## config.mk

```make
export PLATFORM = sky130hd
export DESIGN_NAME = sensor_height_collector_flat
export DESIGN_NICKNAME = d
export VERILOG_FILES = /design/src/rtl/sensor_height_collector_if.sv /design/src/rtl/sensor_height_collector.sv /design/src/flat_wrapper.sv
export SDC_FILE = /design/constraint.sdc
export NUM_CORES = 1
export LEC_CHECK = 0
export ABC_AREA = 1
export CAP_MARGIN = 20
export CORE_MARGIN = 1.5
export CORE_UTILIZATION = 41
export CTS_BUF_LIST = sky130_fd_sc_hd__clkbuf_4 sky130_fd_sc_hd__clkbuf_8
export DETAILED_ROUTE_END_ITERATION = 6
export MAX_ROUTING_LAYER = met4
export PLACE_DENSITY = 0.69
export REMOVE_ABC_BUFFERS = 1
export SLEW_MARGIN = 15
export SYNTH_ARGS = -nofsm -noshare
export SYNTH_HDL_FRONTEND = slang
export SYNTH_SLANG_ARGS = --single-unit
```

## constraint.sdc

```tcl
create_clock -name clk -period 4.1 [get_ports clk]
set_clock_uncertainty 0.2 [all_clocks]
set_input_delay 0.82 -clock clk [delete_from_list [all_inputs] [get_ports clk]]
set_output_delay 0.82 -clock clk [all_outputs]
set_load 0.01 [all_outputs]
```

## src/rtl/sensor_height_collector_if.sv

```systemverilog
// Stream bundle for sensor_height_collector: sample input and height output
// handshakes plus the debug status outputs. The slave modport is the collector
// view; the master modport is the sensor/consumer environment view.
interface sensor_height_collector_if #(
  parameter int DATA_W = 8
) ();
  logic              s_valid;
  logic              s_ready;
  logic [DATA_W-1:0] s_data;
  logic              m_valid;
  logic              m_ready;
  logic [DATA_W-1:0] m_height;
  logic [15:0]       frame_cnt;
  logic              timeout;

  modport slave (
    input  s_valid,
    input  s_data,
    input  m_ready,
    output s_ready,
    output m_valid,
    output m_height,
    output frame_cnt,
    output timeout
  );

  modport master (
    output s_valid,
    output s_data,
    output m_ready,
    input  s_ready,
    input  m_valid,
    input  m_height,
    input  frame_cnt,
    input  timeout
  );
endinterface

```

## src/rtl/sensor_height_collector.sv

```systemverilog
// sensor_height_collector
//  Collects four serial height samples per frame (sensor1..sensor4), applies the
//  zero-sensor exclusion rule and presents one rounded height in a valid/ready
//  output register. frame_cnt counts delivered heights and saturates.
//  Optional feature macro: SENSOR_TIMEOUT_EN
//   defined   -> an idle watchdog drops a partial frame after TIMEOUT_CYCLES idle
//                cycles and pulses timeout for one cycle.
//   undefined -> a partial frame waits indefinitely; timeout is constant 0.
module sensor_height_collector #(
  parameter int DATA_W         = 8,
  parameter int TIMEOUT_CYCLES = 255
) (
  input  logic                     clk,
  input  logic                     rst,
  sensor_height_collector_if.slave bus
);

  localparam int SUM_W = DATA_W + 2;

  typedef enum logic [1:0] {
    ST_COLLECT = 2'd0,
    ST_CALC    = 2'd1,
    ST_OUT     = 2'd2
  } state_t;

  state_t            r_state;
  state_t            w_state_nxt;
  logic [1:0]        r_idx;
  logic [1:0]        w_idx_nxt;
  logic [1:0]        w_idx_base;
  logic [DATA_W-1:0] r_s1;
  logic [DATA_W-1:0] r_s2;
  logic [DATA_W-1:0] r_s3;
  logic [DATA_W-1:0] r_s4;
  logic [DATA_W-1:0] w_s1_nxt;
  logic [DATA_W-1:0] w_s2_nxt;
  logic [DATA_W-1:0] w_s3_nxt;
  logic [DATA_W-1:0] w_s4_nxt;
  logic              r_s_ready;
  logic              w_s_ready_nxt;
  logic              r_m_valid;
  logic              w_m_valid_nxt;
  logic [DATA_W-1:0] r_m_height;
  logic [DATA_W-1:0] w_m_height_nxt;
  logic [15:0]       r_frame_cnt;
  logic [15:0]       w_frame_cnt_nxt;
  logic              r_timeout;
  logic              w_timeout_nxt;
  logic              w_accept;

`ifdef SENSOR_TIMEOUT_EN
  localparam int IDLE_W = $clog2(TIMEOUT_CYCLES + 1);

  logic [IDLE_W-1:0] r_idle;
  logic [IDLE_W-1:0] w_idle_nxt;
  logic              w_idle_expired;

  assign w_idle_expired = (r_idle == IDLE_W'(TIMEOUT_CYCLES));
`endif

  // Height rule: a zero on sensor1 or sensor3 marks that pair unusable and the
  // other pair is averaged; likewise for sensor2/sensor4; otherwise all four.
  // Sums are two bits wider than a sample, so rounding never wraps.
  function automatic logic [DATA_W-1:0] f_height(
    input logic [DATA_W-1:0] a,
    input logic [DATA_W-1:0] b,
    input logic [DATA_W-1:0] c,
    input logic [DATA_W-1:0] d
  );
    logic [SUM_W-1:0] sum;
    logic [SUM_W-1:0] quo;
    if ((a == {DATA_W{1'b0}}) || (c == {DATA_W{1'b0}})) begin
      sum = SUM_W'(b) + SUM_W'(d) + SUM_W'(2'd1);
      quo = sum >> 1;
    end else if ((b == {DATA_W{1'b0}}) || (d == {DATA_W{1'b0}})) begin
      sum = SUM_W'(a) + SUM_W'(c) + SUM_W'(2'd1);
      quo = sum >> 1;
    end else begin
      sum = SUM_W'(a) + SUM_W'(b) + SUM_W'(c) + SUM_W'(d) + SUM_W'(2'd2);
      quo = sum >> 2;
    end
    return quo[DATA_W-1:0];
  endfunction

  assign w_accept = bus.s_valid & r_s_ready;

  // Next-state, sample capture and output-register next values
  always_comb begin
    w_state_nxt     = r_state;
    w_idx_nxt       = r_idx;
    w_idx_base      = r_idx;
    w_s1_nxt        = r_s1;
    w_s2_nxt        = r_s2;
    w_s3_nxt        = r_s3;
    w_s4_nxt        = r_s4;
    w_m_valid_nxt   = r_m_valid;
    w_m_height_nxt  = r_m_height;
    w_frame_cnt_nxt = r_frame_cnt;
`ifdef SENSOR_TIMEOUT_EN
    w_timeout_nxt   = 1'b0;
    w_idle_nxt      = r_idle;
`else
    // No idle watchdog in this build: the expression is constant zero.
    w_timeout_nxt   = (TIMEOUT_CYCLES < 32'sd0);
`endif

    case (r_state)
      ST_COLLECT: begin
`ifdef SENSOR_TIMEOUT_EN
        // Watchdog restarts the frame first, so a sample on the same edge
        // lands as sensor1 of the new frame.
        if (w_idle_expired) begin
          w_idx_base    = 2'd0;
          w_timeout_nxt = 1'b1;
          w_idle_nxt    = {IDLE_W{1'b0}};
        end else if (r_idx != 2'd0) begin
          w_idle_nxt = r_idle + IDLE_W'(1'b1);
        end else begin
          w_idle_nxt = {IDLE_W{1'b0}};
        end
`endif
        if (w_accept) begin
          case (w_idx_base)
            2'd0:    w_s1_nxt = bus.s_data;
            2'd1:    w_s2_nxt = bus.s_data;
            2'd2:    w_s3_nxt = bus.s_data;
            2'd3:    w_s4_nxt = bus.s_data;
            default: w_s1_nxt = bus.s_data;
          endcase
`ifdef SENSOR_TIMEOUT_EN
          w_idle_nxt = {IDLE_W{1'b0}};
`endif
          if (w_idx_base == 2'd3) begin
            w_idx_nxt   = 2'd0;
            w_state_nxt = ST_CALC;
          end else begin
            w_idx_nxt = w_idx_base + 2'd1;
          end
        end else begin
          w_idx_nxt = w_idx_base;
        end
      end

      ST_CALC: begin
        w_m_height_nxt = f_height(r_s1, r_s2, r_s3, r_s4);
        w_m_valid_nxt  = 1'b1;
        w_state_nxt    = ST_OUT;
      end

      ST_OUT: begin
        if (bus.m_ready) begin
          w_m_valid_nxt = 1'b0;
          w_state_nxt   = ST_COLLECT;
          if (r_frame_cnt != 16'hFFFF) begin
            w_frame_cnt_nxt = r_frame_cnt + 16'd1;
          end else begin
            w_frame_cnt_nxt = r_frame_cnt;
          end
        end else begin
          w_m_valid_nxt = r_m_valid;
        end
      end

      default: begin
        w_state_nxt   = ST_COLLECT;
        w_idx_nxt     = 2'd0;
        w_m_valid_nxt = 1'b0;
      end
    endcase

    w_s_ready_nxt = (w_state_nxt == ST_COLLECT);
  end

  // State, captured samples and registered outputs
  always_ff @(posedge clk) begin
    if (rst) begin
      r_state     <= ST_COLLECT;
      r_idx       <= 2'd0;
      r_s1        <= {DATA_W{1'b0}};
      r_s2        <= {DATA_W{1'b0}};
      r_s3        <= {DATA_W{1'b0}};
      r_s4        <= {DATA_W{1'b0}};
      r_s_ready   <= 1'b1;
      r_m_valid   <= 1'b0;
      r_m_height  <= {DATA_W{1'b0}};
      r_frame_cnt <= 16'h0000;
      r_timeout   <= 1'b0;
    end else begin
      r_state     <= w_state_nxt;
      r_idx       <= w_idx_nxt;
      r_s1        <= w_s1_nxt;
      r_s2        <= w_s2_nxt;
      r_s3        <= w_s3_nxt;
      r_s4        <= w_s4_nxt;
      r_s_ready   <= w_s_ready_nxt;
      r_m_valid   <= w_m_valid_nxt;
      r_m_height  <= w_m_height_nxt;
      r_frame_cnt <= w_frame_cnt_nxt;
      r_timeout   <= w_timeout_nxt;
    end
  end

`ifdef SENSOR_TIMEOUT_EN
  // Idle watchdog counter for partial frames
  always_ff @(posedge clk) begin
    if (rst) begin
      r_idle <= {IDLE_W{1'b0}};
    end else begin
      r_idle <= w_idle_nxt;
    end
  end
`endif

  assign bus.s_ready   = r_s_ready;
  assign bus.m_valid   = r_m_valid;
  assign bus.m_height  = r_m_height;
  assign bus.frame_cnt = r_frame_cnt;
  assign bus.timeout   = r_timeout;

endmodule

```

## src/flat_wrapper.sv

```systemverilog
// flat-port wrapper written by rule: the top's interface ports become plain ports
module sensor_height_collector_flat 
#(
  parameter int DATA_W         = 8,
  parameter int TIMEOUT_CYCLES = 255
)
  (clk, rst, bus_s_valid, bus_s_data, bus_m_ready, bus_s_ready, bus_m_valid, bus_m_height, bus_frame_cnt, bus_timeout);
  sensor_height_collector_if #(.DATA_W(DATA_W)) bus_i ();
  input  logic clk;
  input  logic rst;
  input wire logic [$bits(bus_i.s_valid)-1:0] bus_s_valid;
  input wire logic [$bits(bus_i.s_data)-1:0] bus_s_data;
  input wire logic [$bits(bus_i.m_ready)-1:0] bus_m_ready;
  output wire logic [$bits(bus_i.s_ready)-1:0] bus_s_ready;
  output wire logic [$bits(bus_i.m_valid)-1:0] bus_m_valid;
  output wire logic [$bits(bus_i.m_height)-1:0] bus_m_height;
  output wire logic [$bits(bus_i.frame_cnt)-1:0] bus_frame_cnt;
  output wire logic [$bits(bus_i.timeout)-1:0] bus_timeout;
  assign bus_i.s_valid = bus_s_valid;
  assign bus_i.s_data = bus_s_data;
  assign bus_i.m_ready = bus_m_ready;
  assign bus_s_ready = bus_i.s_ready;
  assign bus_m_valid = bus_i.m_valid;
  assign bus_m_height = bus_i.m_height;
  assign bus_frame_cnt = bus_i.frame_cnt;
  assign bus_timeout = bus_i.timeout;
  sensor_height_collector #(.DATA_W(DATA_W), .TIMEOUT_CYCLES(TIMEOUT_CYCLES)) u_core (.clk(clk), .rst(rst), .bus(bus_i));
endmodule
```

==> reports/qor.yml, run 1 <==
drt_wl_total_um: 11400
cts_resized: 0
required_ns: 4.17
port_buffers: 37
placement.cell_area_mm2: 0.00501
crit_fanout: 5
peakVddDrop_uv: 157
grt_max_degree: 38
p_leak_nw: 2.47
cp-start-kind: "register"
yosys_warnings: 0
cts_buffers: 9
hp-class: "reg -> reg"
power.total_mw: 1.62
post_drt_wl_per_cell_um: 13.1
synth.top_cell.area_share_pct: 27.4
diodes: 0
layout.nets: 782
maxSlewHeadroom_pct: 63.2
tightest_slew_ns: 0.551
maxSlewViolCount: 0
syn_avg_cell_area_um2: 6.62
final.min_clock_period_ns: 3.62
fp.coreArea_mm2: 0.0108
status: "finished, final reports clean"
die_x_um: 108
initial_core_util_pct: 41.9
hold_buffers: 0
cts_max_level: 3
fp.dieH_um: 108
grt_pass1_wl_um: 19600
netlist_area_mm2: 0.00453
drt-initial-drc-count: 190
grt-ovfl-total: 0
setup_viol_count_final: 0
first_global_vias: 4102
maxCapViolCount: 0
die_area_mm2: 0.0117
syn_inst: 684
yosysSeqAreaShare_pct: 27.4
drc: 0
rsz0062_at_grt: "no"
critPathKind: "reg -> reg"
drive_above_1_share_pct: 4.14
dp_hpwl_um: 8960
dr.pass1.iters: 4
yosysTopAreaCell: "dfxtp_1"
postCtsSetupBuffers: 0
whs_ns: 0.260
dp.cells: 849
powerDensity_mw_per_mm2: 312
cts_sinks: 62
crit_arrival_ns: 3.69
async_flop_share_pct: 0
gp_congestion: 0.914
fin_cells: 865
syn_to_final_growth_pct: 15.0
tns_ns: 0
end_kind: "register"
fillers: 1075
pin_count: 39
timing.final.crit_share_pct: 88.3
ys_types: 33
antenna_found_initial: 0
yosys-top-cells-area: "dfxtp_1, nand2_1, ha_1, inv_1, a21oi_1"
vias_per_cell: 4.92
cts.clk_slew.worst_paths_ns: 0.07
hold_violations: 0
track_usage_pct: 22.0
synth-edff-count: 0
synthFlopType: "dfxtp_1"
num_rows: 38
clockBufferDepth: 2
ys_ff_latch: 62
antenna_left: 0
vias: 4254
final_cell_area_mm2: 0.00520
clk_latency_ns: 0.35
cts_tree: "built"
cts-root-buf: "clkbuf_8"
fmaxAchievable_ghz: 0.276
[cells in the final DEF (no fill, tap or decap), types with 2 or more instances in the layout]
| master | n |
|---|---|
| xnor2_1 | 7 |
| clkdlybuf4s50_1 | 37 |
| clkinv_2 | 2 |
| buf_4 | 2 |
| clkbuf_8 | 12 |
| nor2_1 | 77 |
| nand2_1 | 157 |
| xor2_1 | 15 |
| nor3_2 | 2 |
| ha_1 | 40 |
| nor3_1 | 7 |
| a21oi_1 | 66 |
| nand4_1 | 8 |
| dfxtp_1 | 62 |
| a21oi_2 | 2 |
| nand3_1 | 41 |
| inv_2 | 2 |
| inv_1 | 107 |
| nand2_2 | 2 |
| fa_1 | 10 |
| nand3b_1 | 5 |
| o21ai_0 | 49 |
[layer usage]
metal | track usage (%) | routed length, um | vias up
li1 | - | - | 2249
met2 | 34.0 | 5140 | 65
met4 | 7.99 | 256 | 0
met5 | - | 0 | -
met1 | 29.0 | 5620 | 1921
met3 | 3.44 | 345 | 19
[cell usage after synthesis, types with 3 or more instances]
| library cell | instances |
|---|---|
| nand3_1 | 41 |
| nand2_1 | 157 |
| nand3b_1 | 5 |
| buf_1 | 3 |
| inv_1 | 107 |
| a21oi_1 | 66 |
| xor2_1 | 15 |
| nor2_1 | 77 |
| clkbuf_1 | 7 |
| dfxtp_1 | 62 |
| fa_1 | 10 |
| o21ai_0 | 50 |
| xnor2_1 | 7 |
| nor3_1 | 7 |
| nand4_1 | 8 |
| ha_1 | 40 |
[final cells by class]
cell class / instances / area (um^2) / share of cell area [%]
repair buffers: 39 / 385 / 7.40
inverters: 110 / 415 / 7.98
clock buffers: 13 / 173 / 3.32
well taps: 140 / 175 / 3.37
clock inverters: 3 / 17.5 / 0.337
flip-flops and latches: 62 / 1240 / 23.8
multi-input cells: 498 / 2800 / 53.7
[power breakdown]
part | total [mW] | leakage [nW] | internal (mW) | switching (mW)
clock | 0.511 | 0.0988 | 0.274 | 0.237
combinational | 0.443 | 1.87 | 0.165 | 0.278
sequential | 0.669 | 0.503 | 0.631 | 0.0379
[through the flow]
| stage | worst slack [ns] | utilization (%) |
|---|---|---|
| 2_1_floorplan | 0.767 | - |
| 3_3_place_gp | 0.540 | 46.5 |
| 3_5_place_dp | 0.433 | 46.5 |
| 4_1_cts | 0.403 | 48.2 |
| 5_1_grt | 0.0715 | 48.2 |
| 6_report | 0.479 | 48.2 |
[critical path, cell delays in order, from the launching register on]
cell	delay [ns]
dfxtp_1	0.44
inv_1	0.12
fa_1	0.47
o21ai_1	0.23
nand2_1	0.07
nand2_1	0.06
a21oi_1	0.08
xor2_1	0.16
fa_1	0.48
inv_1	0.04
ha_1	0.35
nand2_1	0.14
inv_1	0.05
a21oi_1	0.18
nand2_1	0.09
nand2_1	0.06
nand3_1	0.06
nand3_1	0.09
nand2_1	0.05
a21oi_1	0.13
[kinds of logic (layout without fill, tap and decap cells)]
family,Yosys count,after routing,share of synthesized area [%]
AO/OA/AOI/OAI,122,122,13.9
flip-flops,62,62,27.4
buffers and inverters,124,165,10.8
XOR/XNOR,22,22,4.26
adder cells (fa/ha/maj),50,50,15.5
other,1,1,0.0828
AND/OR/NAND/NOR,303,303,28.1
[sequential cells by signal (all words and copies together), names as in the netlist]
signal	flops
u_core.bus.frame_cnt	16
u_core.bus.m_height	8
u_core.bus.m_valid	1
u_core.bus.s_ready	1
u_core.r_idx	2
u_core.r_s1	8
u_core.r_s2	8
u_core.r_s3	8
u_core.r_s4	8
u_core.r_state	2
[final timing paths]
check | startpoint | to | cells after the start | slack [ns]
worst max register to register | u_core.r_s2[1] | u_core.bus.m_height[5] | 19 | 0.48
worst max-delay path | u_core.r_s2[1] | u_core.bus.m_height[5] | 19 | 0.48
worst min-delay path | u_core.bus.m_valid | u_core.bus.m_valid | 2 | 0.26
worst min register to register | u_core.bus.m_valid | u_core.bus.m_valid | 2 | 0.26
No activity file was read; power rests on OpenSTA's default activity.
==> inputs of run 2 (changes only) <==
--- a/config.mk
+++ b/config.mk
@@ -10,9 +10,10 @@
 export CORE_MARGIN = 1.5
 export CORE_UTILIZATION = 41
 export CTS_BUF_LIST = sky130_fd_sc_hd__clkbuf_4 sky130_fd_sc_hd__clkbuf_8
+export CTS_CLUSTER_DIAMETER = 50
 export DETAILED_ROUTE_END_ITERATION = 6
 export MAX_ROUTING_LAYER = met4
-export PLACE_DENSITY = 0.69
+export PLACE_DENSITY = 0.59
 export REMOVE_ABC_BUFFERS = 1
 export SLEW_MARGIN = 15
 export SYNTH_ARGS = -nofsm -noshare
==> reports/qor.yml, run 2 (synthesis results as in run 1) <==
first_global_vias: 4071
cts_tree: "built"
cpMaxStageDelayCell: "fa_1"
final_cell_mix: "nand2_1, inv_1, nor2_1"
clockBufferDepth: 2
drive_above_1_share_pct: 4.14
die_x_um: 108
gp_congestion: 0.944
tightest_slew_ns: 0.542
syn_to_final_growth_pct: 15.2
tns_ns: 0
cts-root-buf: "clkbuf_8"
cts_max_level: 3
pin_count: 39
vias_per_cell: 5.05
drt_wl_total_um: 11600
wl_met2_um: 5100
cts_buffers: 9
dr.pass1.iters: 5
fillers: 1111
critPathBufInv: 3
fp.coreArea_mm2: 0.0108
diodes: 0
crit_path_cell_trace: "inv_1 -> fa_1 -> o21ai_0 -> nand2_1 -> nand2_1 -> a21oi_1 -> xor2_1 -> fa_1 -> inv_1 -> ha_1 -> nand2_1 -> inv_1 -> a21oi_1 -> nand2_1 -> nand2_1 -> nand3_1 -> nand3_1 -> nand2_1 -> a21oi_1"
drc: 0
fin_ws_ns: 0.449
critPathKind: "reg -> reg"
seqCellArea_mm2: 0.00124
cts_resized: 0
crit_fanout: 5
multi_input_area_mm2: 0.00280
end_kind: "register"
cts.clk_slew.worst_paths_ns: 0.08
track_usage_pct: 22.3
drt-initial-drc-count: 249
whs_ns: 0.275
grt-ovfl-total: 0
p_leak_nw: 2.46
dp_hpwl_um: 9200
antenna_found_initial: 0
fp.dieH_um: 108
powerDensity_mw_per_mm2: 318
timing.final.crit_share_pct: 89.0
fmaxAchievable_ghz: 0.274
grt_pass1_wl_um: 19500
die_area_mm2: 0.0117
cp_top_family: "adder cells"
crit_arrival_ns: 3.74
dr_wl_met3_um: 624
antenna_left: 0
power.total_mw: 1.66
postCtsSetupBuffers: 0
port_buffers: 37
final_common_cell: "nand2_1"
maxCapViolCount: 0
cp-start-kind: "register"
status: "finished, final reports clean"
hold_buffers: 0
highest_layer: "met4"
grt_max_degree: 38
hp-class: "reg -> reg"
peakVddDrop_uv: 165
pre_cts_slack_ns: 0.503
largest_reg_flops: 16
final_core_util_pct: 48.3
hold_violations: 0
rsz0062_at_grt: "no"
required_ns: 4.19
vias: 4368
layout.nets: 782
final.min_clock_period_ns: 3.65
num_rows: 38
setup_viol_count_final: 0
cts_sinks: 62
clk_latency_ns: 0.36
routedLengthMet1_um: 5630
max_stage_delay_ns: 0.49
maxSlewViolCount: 0
critPathMostFrequentCell: "nand2_1"
post_drt_wl_per_cell_um: 13.4
initial_core_util_pct: 41.9
maxSlewHeadroom_pct: 63.8
run 2: cell count changes in the layout (fill, tap and decap cells not counted), sizes merged:
| cell | previous run | this run |
|---|---|---|
| clkinvlp | 1 | 3 |
| clkinv | 2 | 3 |
| clkbuf | 13 | 9 |
| bufinv | 0 | 1 |
run 2: report_power, final:
part	internal [mW]	switching, mW
Clock	0.281	0.264
Combinational	0.164	0.277
Sequential	0.631	0.0389
Total	1.08	0.580
run 2: path summary, 6_finish.rpt:
check,slack (ns),depth (start not counted),from,endpoint
setup / recovery,0.45,19,u_core.r_s2[1],u_core.bus.m_height[5]
hold / removal,0.28,2,u_core.bus.m_valid,u_core.bus.m_valid
setup reg to reg,0.45,19,u_core.r_s2[1],u_core.bus.m_height[5]
hold reg to reg,0.28,2,u_core.bus.m_valid,u_core.bus.m_valid
run 2: worst register-to-register path, cell delays in order, from the launching register on:
cell and delay (ns):
dfxtp_1 0.43, inv_1 0.11, fa_1 0.47, o21ai_0 0.29, nand2_1 0.10, nand2_1 0.07
a21oi_1 0.08, xor2_1 0.16, fa_1 0.49, inv_1 0.04, ha_1 0.35, nand2_1 0.13
inv_1 0.05, a21oi_1 0.17, nand2_1 0.08, nand2_1 0.06, nand3_1 0.06, nand3_1 0.09
nand2_1 0.05, a21oi_1 0.11
run 2: stage by stage:
stage               cell area (um^2)  std cells
floorplan                       4450        670
CTS                             5210        865
detailed placement              5010        849
global route                    5210        865
global placement                5010        849
finish                          5210        865
run 2: final cells by class:
type | count | area share [%]
clock buffers | 9 | 2.38
clock inverters | 7 | 1.44
inverters | 110 | 7.97
multi-input cells | 498 | 53.7
flip-flops and latches | 62 | 23.8
well taps | 140 | 3.36
repair buffers | 39 | 7.39
run 2: routing by layer:
| layer | vias to the layer above | GRT usage [%] |
|---|---|---|
| met1 | 1971 | 29.1 |
| met3 | 24 | 4.70 |
| met2 | 121 | 33.8 |
| li1 | 2252 | - |
| met4 | 0 | 8.36 |
| met5 | - | - |
